--- src/rtl/wb_stream_writer_if.sv ---
// Bundle of the command, AXI-stream, Wishbone and status signals of wb_stream_writer.
//   cmd_*        : command (start byte address, word count) with valid/ready handshake
//   s_axis_*     : incoming stream words; tlast ends a transfer early
//   adr_o..cyc_o : Wishbone master write signals; ack_i/err_i come back from the slave
//   busy, done, status_* : progress and completion report
// The master modport is the writer's view; the slave modport is the environment's view.
interface wb_stream_writer_if #(
    parameter int unsigned DATA_WIDTH   = 32,
    parameter int unsigned ADDR_WIDTH   = 32,
    parameter int unsigned SELECT_WIDTH = 4,
    parameter int unsigned COUNT_WIDTH  = 16
);
    logic [ADDR_WIDTH-1:0]   cmd_addr;
    logic [COUNT_WIDTH-1:0]  cmd_len;
    logic                    cmd_valid;
    logic                    cmd_ready;

    logic [DATA_WIDTH-1:0]   s_axis_tdata;
    logic                    s_axis_tvalid;
    logic                    s_axis_tready;
    logic                    s_axis_tlast;

    logic [ADDR_WIDTH-1:0]   adr_o;
    logic [DATA_WIDTH-1:0]   dat_o;
    logic                    we_o;
    logic [SELECT_WIDTH-1:0] sel_o;
    logic                    stb_o;
    logic                    cyc_o;
    logic                    ack_i;
    logic                    err_i;

    logic                    busy;
    logic                    done;
    logic [COUNT_WIDTH-1:0]  status_count;
    logic                    status_err;

    modport master (
        input  cmd_addr, cmd_len, cmd_valid,
        output cmd_ready,
        input  s_axis_tdata, s_axis_tvalid, s_axis_tlast,
        output s_axis_tready,
        output adr_o, dat_o, we_o, sel_o, stb_o, cyc_o,
        input  ack_i, err_i,
        output busy, done, status_count, status_err
    );

    modport slave (
        output cmd_addr, cmd_len, cmd_valid,
        input  cmd_ready,
        output s_axis_tdata, s_axis_tvalid, s_axis_tlast,
        input  s_axis_tready,
        input  adr_o, dat_o, we_o, sel_o, stb_o, cyc_o,
        output ack_i, err_i,
        input  busy, done, status_count, status_err
    );
endinterface

--- src/rtl/wb_stream_writer.sv ---
// Wishbone master that writes a sequence of AXI-stream words to consecutive word addresses.
// A command gives a start byte address (low bits forced to word alignment) and a word count;
// the transfer ends when the count is reached, on a tlast beat, or on a bus error. Completion
// is reported with a one-cycle done pulse plus the acknowledged word count and an error flag.
// Ports:
//   clk  : rising-edge clock
//   rst  : asynchronous active-high reset; drops any bus cycle in flight without a done pulse
//   bus  : wb_stream_writer_if master modport (command, stream, Wishbone, status)
// Each word takes DATA (accept beat) -> WRITE (strobe until ack/err), so stb_o always drops
// for at least one cycle between words.
module wb_stream_writer #(
    parameter int unsigned DATA_WIDTH   = 32,
    parameter int unsigned ADDR_WIDTH   = 32,
    parameter int unsigned SELECT_WIDTH = 4,
    parameter int unsigned COUNT_WIDTH  = 16
) (
    input logic               clk,
    input logic               rst,
    wb_stream_writer_if.master bus
);

    localparam logic [ADDR_WIDTH-1:0] AddrStep = ADDR_WIDTH'(SELECT_WIDTH);
    localparam logic [ADDR_WIDTH-1:0] AddrMask = ~(ADDR_WIDTH'(SELECT_WIDTH - 1));

    typedef enum logic [1:0] {StIdle, StData, StWrite} state_e;

    state_e                  state_q, state_d;
    logic [ADDR_WIDTH-1:0]   addr_q, addr_d;
    logic [COUNT_WIDTH-1:0]  len_q, len_d;
    logic [COUNT_WIDTH-1:0]  count_q, count_d;
    logic [DATA_WIDTH-1:0]   data_q, data_d;
    logic                    last_q, last_d;
    logic                    done_q, done_d;
    logic                    err_q, err_d;

    logic                    cmd_fire;
    logic [COUNT_WIDTH-1:0]  count_inc;

    // No accept in the done cycle, so a finished command's status is visible for one cycle.
    assign bus.cmd_ready = (state_q == StIdle) && !done_q && !rst;
    assign cmd_fire      = bus.cmd_valid && bus.cmd_ready;
    assign count_inc     = count_q + 1'b1;

    always_comb begin
        state_d = state_q;
        addr_d  = addr_q;
        len_d   = len_q;
        count_d = count_q;
        data_d  = data_q;
        last_d  = last_q;
        err_d   = err_q;
        done_d  = 1'b0;

        unique case (state_q)
            StIdle: begin
                if (cmd_fire) begin
                    addr_d  = bus.cmd_addr & AddrMask;
                    len_d   = bus.cmd_len;
                    count_d = '0;
                    err_d   = 1'b0;
                    if (bus.cmd_len == '0) begin
                        done_d = 1'b1;
                    end else begin
                        state_d = StData;
                    end
                end
            end
            StData: begin
                if (bus.s_axis_tvalid) begin
                    data_d  = bus.s_axis_tdata;
                    last_d  = bus.s_axis_tlast;
                    state_d = StWrite;
                end
            end
            StWrite: begin
                // err_i wins over a simultaneous ack_i: the word is not counted.
                if (bus.err_i) begin
                    err_d   = 1'b1;
                    done_d  = 1'b1;
                    state_d = StIdle;
                end else if (bus.ack_i) begin
                    count_d = count_inc;
                    addr_d  = addr_q + AddrStep;
                    if ((count_inc == len_q) || last_q) begin
                        done_d  = 1'b1;
                        state_d = StIdle;
                    end else begin
                        state_d = StData;
                    end
                end
            end
            default: state_d = StIdle;
        endcase
    end

    always_ff @(posedge clk or posedge rst) begin
        if (rst) begin
            state_q <= StIdle;
            addr_q  <= '0;
            len_q   <= '0;
            count_q <= '0;
            data_q  <= '0;
            last_q  <= 1'b0;
            done_q  <= 1'b0;
            err_q   <= 1'b0;
        end else begin
            state_q <= state_d;
            addr_q  <= addr_d;
            len_q   <= len_d;
            count_q <= count_d;
            data_q  <= data_d;
            last_q  <= last_d;
            done_q  <= done_d;
            err_q   <= err_d;
        end
    end

    assign bus.s_axis_tready = (state_q == StData);
    assign bus.stb_o         = (state_q == StWrite);
    assign bus.cyc_o         = (state_q == StWrite);
    assign bus.we_o          = (state_q == StWrite);
    assign bus.sel_o         = (state_q == StWrite) ? '1 : '0;
    assign bus.adr_o         = addr_q;
    assign bus.dat_o         = data_q;
    assign bus.busy          = (state_q != StIdle);
    assign bus.done          = done_q;
    // The counter is cleared on accept, so it doubles as the reported count.
    assign bus.status_count  = count_q;
    assign bus.status_err    = err_q;

endmodule

--- src/flat_wrapper.sv ---
// flat-port wrapper written by rule: the top's interface ports become plain ports
module wb_stream_writer_flat 
#(
    parameter int unsigned DATA_WIDTH   = 32,
    parameter int unsigned ADDR_WIDTH   = 32,
    parameter int unsigned SELECT_WIDTH = 4,
    parameter int unsigned COUNT_WIDTH  = 16
)
  (clk, rst, bus_cmd_addr, bus_cmd_len, bus_cmd_valid, bus_cmd_ready, bus_s_axis_tdata, bus_s_axis_tvalid, bus_s_axis_tlast, bus_s_axis_tready, bus_adr_o, bus_dat_o, bus_we_o, bus_sel_o, bus_stb_o, bus_cyc_o, bus_ack_i, bus_err_i, bus_busy, bus_done, bus_status_count, bus_status_err);
  wb_stream_writer_if #(.DATA_WIDTH(DATA_WIDTH), .ADDR_WIDTH(ADDR_WIDTH), .SELECT_WIDTH(SELECT_WIDTH), .COUNT_WIDTH(COUNT_WIDTH)) bus_i ();
  input logic clk;
  input logic rst;
  input wire logic [$bits(bus_i.cmd_addr)-1:0] bus_cmd_addr;
  input wire logic [$bits(bus_i.cmd_len)-1:0] bus_cmd_len;
  input wire logic [$bits(bus_i.cmd_valid)-1:0] bus_cmd_valid;
  output wire logic [$bits(bus_i.cmd_ready)-1:0] bus_cmd_ready;
  input wire logic [$bits(bus_i.s_axis_tdata)-1:0] bus_s_axis_tdata;
  input wire logic [$bits(bus_i.s_axis_tvalid)-1:0] bus_s_axis_tvalid;
  input wire logic [$bits(bus_i.s_axis_tlast)-1:0] bus_s_axis_tlast;
  output wire logic [$bits(bus_i.s_axis_tready)-1:0] bus_s_axis_tready;
  output wire logic [$bits(bus_i.adr_o)-1:0] bus_adr_o;
  output wire logic [$bits(bus_i.dat_o)-1:0] bus_dat_o;
  output wire logic [$bits(bus_i.we_o)-1:0] bus_we_o;
  output wire logic [$bits(bus_i.sel_o)-1:0] bus_sel_o;
  output wire logic [$bits(bus_i.stb_o)-1:0] bus_stb_o;
  output wire logic [$bits(bus_i.cyc_o)-1:0] bus_cyc_o;
  input wire logic [$bits(bus_i.ack_i)-1:0] bus_ack_i;
  input wire logic [$bits(bus_i.err_i)-1:0] bus_err_i;
  output wire logic [$bits(bus_i.busy)-1:0] bus_busy;
  output wire logic [$bits(bus_i.done)-1:0] bus_done;
  output wire logic [$bits(bus_i.status_count)-1:0] bus_status_count;
  output wire logic [$bits(bus_i.status_err)-1:0] bus_status_err;
  assign bus_i.cmd_addr = bus_cmd_addr;
  assign bus_i.cmd_len = bus_cmd_len;
  assign bus_i.cmd_valid = bus_cmd_valid;
  assign bus_cmd_ready = bus_i.cmd_ready;
  assign bus_i.s_axis_tdata = bus_s_axis_tdata;
  assign bus_i.s_axis_tvalid = bus_s_axis_tvalid;
  assign bus_i.s_axis_tlast = bus_s_axis_tlast;
  assign bus_s_axis_tready = bus_i.s_axis_tready;
  assign bus_adr_o = bus_i.adr_o;
  assign bus_dat_o = bus_i.dat_o;
  assign bus_we_o = bus_i.we_o;
  assign bus_sel_o = bus_i.sel_o;
  assign bus_stb_o = bus_i.stb_o;
  assign bus_cyc_o = bus_i.cyc_o;
  assign bus_i.ack_i = bus_ack_i;
  assign bus_i.err_i = bus_err_i;
  assign bus_busy = bus_i.busy;
  assign bus_done = bus_i.done;
  assign bus_status_count = bus_i.status_count;
  assign bus_status_err = bus_i.status_err;
  wb_stream_writer #(.DATA_WIDTH(DATA_WIDTH), .ADDR_WIDTH(ADDR_WIDTH), .SELECT_WIDTH(SELECT_WIDTH), .COUNT_WIDTH(COUNT_WIDTH)) u_core (.clk(clk), .rst(rst), .bus(bus_i));
endmodule
--- config.mk ---
export PLATFORM = sky130hd
export DESIGN_NAME = wb_stream_writer_flat
export DESIGN_NICKNAME = d
export VERILOG_FILES = /design/src/rtl/wb_stream_writer_if.sv /design/src/rtl/wb_stream_writer.sv /design/src/flat_wrapper.sv
export SDC_FILE = /design/constraint.sdc
export NUM_CORES = 1
export LEC_CHECK = 0
export CORE_ASPECT_RATIO = 1.2
export CORE_MARGIN = 8
export CORE_UTILIZATION = 30
export CTS_BUF_LIST = sky130_fd_sc_hd__clkbuf_4
export CTS_CLUSTER_DIAMETER = 120
export DETAILED_ROUTE_END_ITERATION = 10
export GPL_TIMING_DRIVEN = 0
export PLACE_DENSITY = 0.62
export REMOVE_ABC_BUFFERS = 1
export SYNTH_ARGS = -nofsm -noshare
export SYNTH_HDL_FRONTEND = slang
export SYNTH_SLANG_ARGS = --single-unit
--- constraint.sdc ---
create_clock -name clk -period 7.95 [get_ports clk]
set_input_delay 1.1925 -clock clk [delete_from_list [all_inputs] [get_ports clk]]
set_output_delay 1.1925 -clock clk [all_outputs]
set_load 0.005 [all_outputs]
==> flow_results.org <==
** Yosys
- In this run the cell area of the synthesized design comes to 5150 um2.
- Compound-gate portion of the synthesized area :: 16.4%
- Of the total synthesized cell area, the portion taken by full adders, half adders and majority gates is less than 1%.
- Count of flip-flops with a built-in enable after synthesis :: 0
- Measured against the total synthesized area, the mux share comes to a little over a tenth.
- Sequential-to-total area share from yosys stat :: approximately half
- Average size of a mapped cell :: ~10 um2
- Counting every instance in the synthesized netlist gives 514.
- Counting flops with an async set or reset pin after synthesis yields a share of 100%.
- YS warnings :: 0
- The number of different library cells used by synthesis comes to 60.
- Parity-gate share of the synthesized area counting xor and xnor cells :: 4.51%
- Among all flip-flop cells after synthesis, the most frequent one is sky130_fd_sc_hd__dfrtp_1.
- Synth Register Bits :: 99
- Simple-Gate Fraction of Synth Area :: ~16%
- After synthesis, the largest family of logic cells by area is compound AO/OA/AOI/OAI gates.

** Placement
- GP Congestion :: between 0.8 and 0.9
- Cell area after placement :: about 7000 um2
- The HPWL after detailed placement is 11.7 mm.
- In this run the tool buffered the top-level ports with 174 buffer cells.

** Die
- The die covers 21700 um2.
- During I/O placement, the number of pins put on the boundary was 179.
- Measured along the x axis, the die boundary spans about 140 um.
- Once the floorplan was initialized, standard cells occupied 30.6% of the core.
- The floorplan step defined a core boundary enclosing roughly 17000 um2.
- The initialized floorplan defines 52 standard-cell rows.
- Overall die height :: 160 um

** GRT
- Via count of the first global-routing pass :: 4946
- Total overflow reported by the global router :: 0
- The first global-routing pass estimated 25.7 mm of wire.
- GRT Overall Usage :: 14.9%
- Pin count of the biggest net entering global routing :: 64
- The initial antenna violation count is 1.

** Worst hold path
- Number of stages on the worst hold path :: 1
- The min-delay analysis places its worst path in the category reg2reg.

** Finish
- Final non-filler cell area :: 7210 um2
- In the final layout, the multi-input gates occupy 2480 um2.
- Net total in the final layout :: roughly 750
- The layout has 1654 filler cells.
- The area growth from synthesis to layout is 39.9%.
- The post-route netlist has 13.6% of its cells at a drive strength greater than 1.
- Final core utilization :: 42.8%
- Sequential cell area in the final layout :: 2480 um2
- The number of antenna diodes in the final layout is 0.

** Drt
- DRC Markers :: 0
- After detailed routing, the wire length on met1 is 6.26 mm.
- Wire segments on met2 add up to 7.87 mm in the final route.
- Highest Signal Layer :: met5
- Total via count after detailed routing :: 4630
- Average wire per cell in the routed design :: 17.9 um
- 1st-iter DRT viols :: roughly 280
- Final Routed Wirelength :: 15.8 mm
- Length of routed met3 wiring :: between 1 and 1.5 mm
- TritonRoute pass-1 iters :: 4
- Remaining antenna violation count :: 0
- Number of vias per cell :: approximately 5.2

** Clocking
- The H-tree was split into 3 levels.
- After clock tree synthesis, the clock-pin slew on the worst setup and hold paths is 0.17 ns.
- Skew-Pair Late Insertion Delay :: 0.49 ns
- After clock tree synthesis, the repair step resized 0 gates.
- TritonCTS built the clock tree.
- Bufs on Longest Clock Path :: 2
- CTS saw 99 sinks.
- Clock root buffer :: sky130_fd_sc_hd__clkbuf_4
- Cts-stage hold buffer count :: 0
- Count of buffers added by post-CTS timing repair for setup :: 0
- Clock buffers created by TritonCTS :: 9

** Setup path
- Setup crit start kind :: register
- At the worst endpoint, the required time is 6.76 ns.
- The worst register-to-register path has a depth of 6.
- Max Fanout on Critical Path :: 63
- The critical path is of the reg2out type.
- STA classifies the critical path endpoint as an output port.
- Crit path DAT :: roughly 3.3 ns

** Timing
- Final Critical Period :: 4.48 ns
- The clock arrives with 0.0242 ns of skew.
- For the final routed database, the setup TNS stands at 0 ns.
- Final worst path period share :: 56.3%
- Hold timing on the final database bottoms out at a slack of 0.528 ns.
- Setup repair after global routing left no endpoint under its margin.
- Transition time at the pin with the least slew margin :: 1.06 ns
- The final count of hold timing violations is 0.
- Endpoints failing setup :: 0
- The number of max-slew violations in the final report was 0.
- In this run the tightest slew margin relative to its limit is 29.4%.
- Highest Clock Rate :: approximately 220 MHz

** Run
- Count of maximum capacitance violations :: 0

** Power and ir drop
- Power density of the placed cells :: 295 nW/um2
- Max VDD drop :: 0.148 mV
- In this run the static leakage power is 2.79 nW.
- Summing internal, switching and leakage power gives around 2.1 mW.

** Outcome
- Run status :: complete, no violations
layout make-up:
class | instances | share of cell area (%)
clock inverter | 7 | 0.972
multi-input combinational | 369 | 34.4
sequential | 99 | 34.4
inverter | 9 | 0.503
timing repair buffer | 177 | 25.0
clock buffer | 9 | 0.937
tap | 216 | 3.75
report_power, final:
group | internal, mW | switching (mW) | total, mW
clock | 0.0731 | 0.202 | 0.275
combinational | 0.583 | 0.377 | 0.960
sequential | 0.709 | 0.183 | 0.892
flip-flops by register name, summed over array words and instances (netlist names):
| name | cells |
|---|---|
| u_core.bus.status_count | 16 |
| u_core.last_q | 1 |
| u_core.bus.done | 1 |
| u_core.state_q | 2 |
| u_core.len_q | 16 |
| u_core.bus.status_err | 1 |
| u_core.bus.dat_o | 32 |
| u_core.bus.adr_o | 30 |
synth_stat cells (8+ instances only):
cell	instances	area [um2]
sky130_fd_sc_hd__buf_4	11	82.6
sky130_fd_sc_hd__dfrtp_1	99	2480
sky130_fd_sc_hd__nand3_1	22	110
sky130_fd_sc_hd__nor2_1	26	97.6
sky130_fd_sc_hd__a21oi_1	50	250
sky130_fd_sc_hd__o21ai_0	36	180
sky130_fd_sc_hd__clkbuf_1	20	75.1
sky130_fd_sc_hd__nand4_1	8	50.1
sky130_fd_sc_hd__and3_1	10	62.6
sky130_fd_sc_hd__o22ai_1	12	75.1
sky130_fd_sc_hd__xnor2_1	17	149
sky130_fd_sc_hd__nand2_1	36	135
sky130_fd_sc_hd__mux2_2	49	552
sky130_fd_sc_hd__o21ai_1	8	40.0
sky130_fd_sc_hd__nor4_1	8	50.1
critical path, cell delays in order (launching register included):
cell	delay (ns)
sky130_fd_sc_hd__dfrtp_1	0.47
sky130_fd_sc_hd__nand2b_1	0.66
sky130_fd_sc_hd__inv_2	0.99
sky130_fd_sc_hd__clkdlybuf4s50_1	0.66
layer usage:
metal / global-route usage (%) / vias to the layer above
li1: - / 2180
met3: 5.87 / 23
met2: 24.7 / 145
met5: 0 / -
met1: 16.7 / 2280
met4: 5.31 / 2
through the flow:
step	setup slack (ns)	cells
2_1_floorplan	4.17	477
3_3_place_gp	2.37	867
3_5_place_dp	3.02	870
4_1_cts	3.11	886
5_1_grt	3.07	886
6_report	3.47	886
final timing paths:
path                                                 start                                end  slack [ns]
hold / removal             u_core.bus.dat_o[8]$_DFFE_PP0P_    u_core.bus.dat_o[8]$_DFFE_PP0P_        0.53
setup / recovery             u_core.state_q[0]$_DFFE_PP0P_                       bus_sel_o[0]        3.47
setup reg to reg             u_core.state_q[0]$_DFFE_PP0P_   u_core.bus.adr_o[30]$_DFFE_PP0P_        3.53
hold reg to reg            u_core.bus.dat_o[8]$_DFFE_PP0P_    u_core.bus.dat_o[8]$_DFFE_PP0P_        0.53
max in group asynchronous                              rst    u_core.bus.dat_o[8]$_DFFE_PP0P_        6.09
min in group asynchronous                              rst  u_core.bus.status_err$_DFFE_PP0P_        1.20
logic make-up (layout without fill, tap and decap cells):
group | after synthesis | in the layout
xor+xnor | 25 | 25
other cells | 1 | 2
compound gates | 142 | 142
buf+inv | 47 | 202
mux | 49 | 49
simple gates | 149 | 149
fa+ha+maj | 2 | 2
flops | 99 | 99
layout by cell type (no fill, tap or decap), types with 10 or more instances in the layout:
master and instances:
sky130_fd_sc_hd__clkdlybuf4s50_1 174, sky130_fd_sc_hd__dfrtp_1 99, sky130_fd_sc_hd__a21oi_1 49, sky130_fd_sc_hd__mux2_2 49
sky130_fd_sc_hd__o21ai_0 36, sky130_fd_sc_hd__nand2_1 34, sky130_fd_sc_hd__nor2_1 26, sky130_fd_sc_hd__nand3_1 22
sky130_fd_sc_hd__xnor2_1 17, sky130_fd_sc_hd__o22ai_1 12, sky130_fd_sc_hd__and3_1 10
Note: power is estimated with default switching activity, not from simulation.
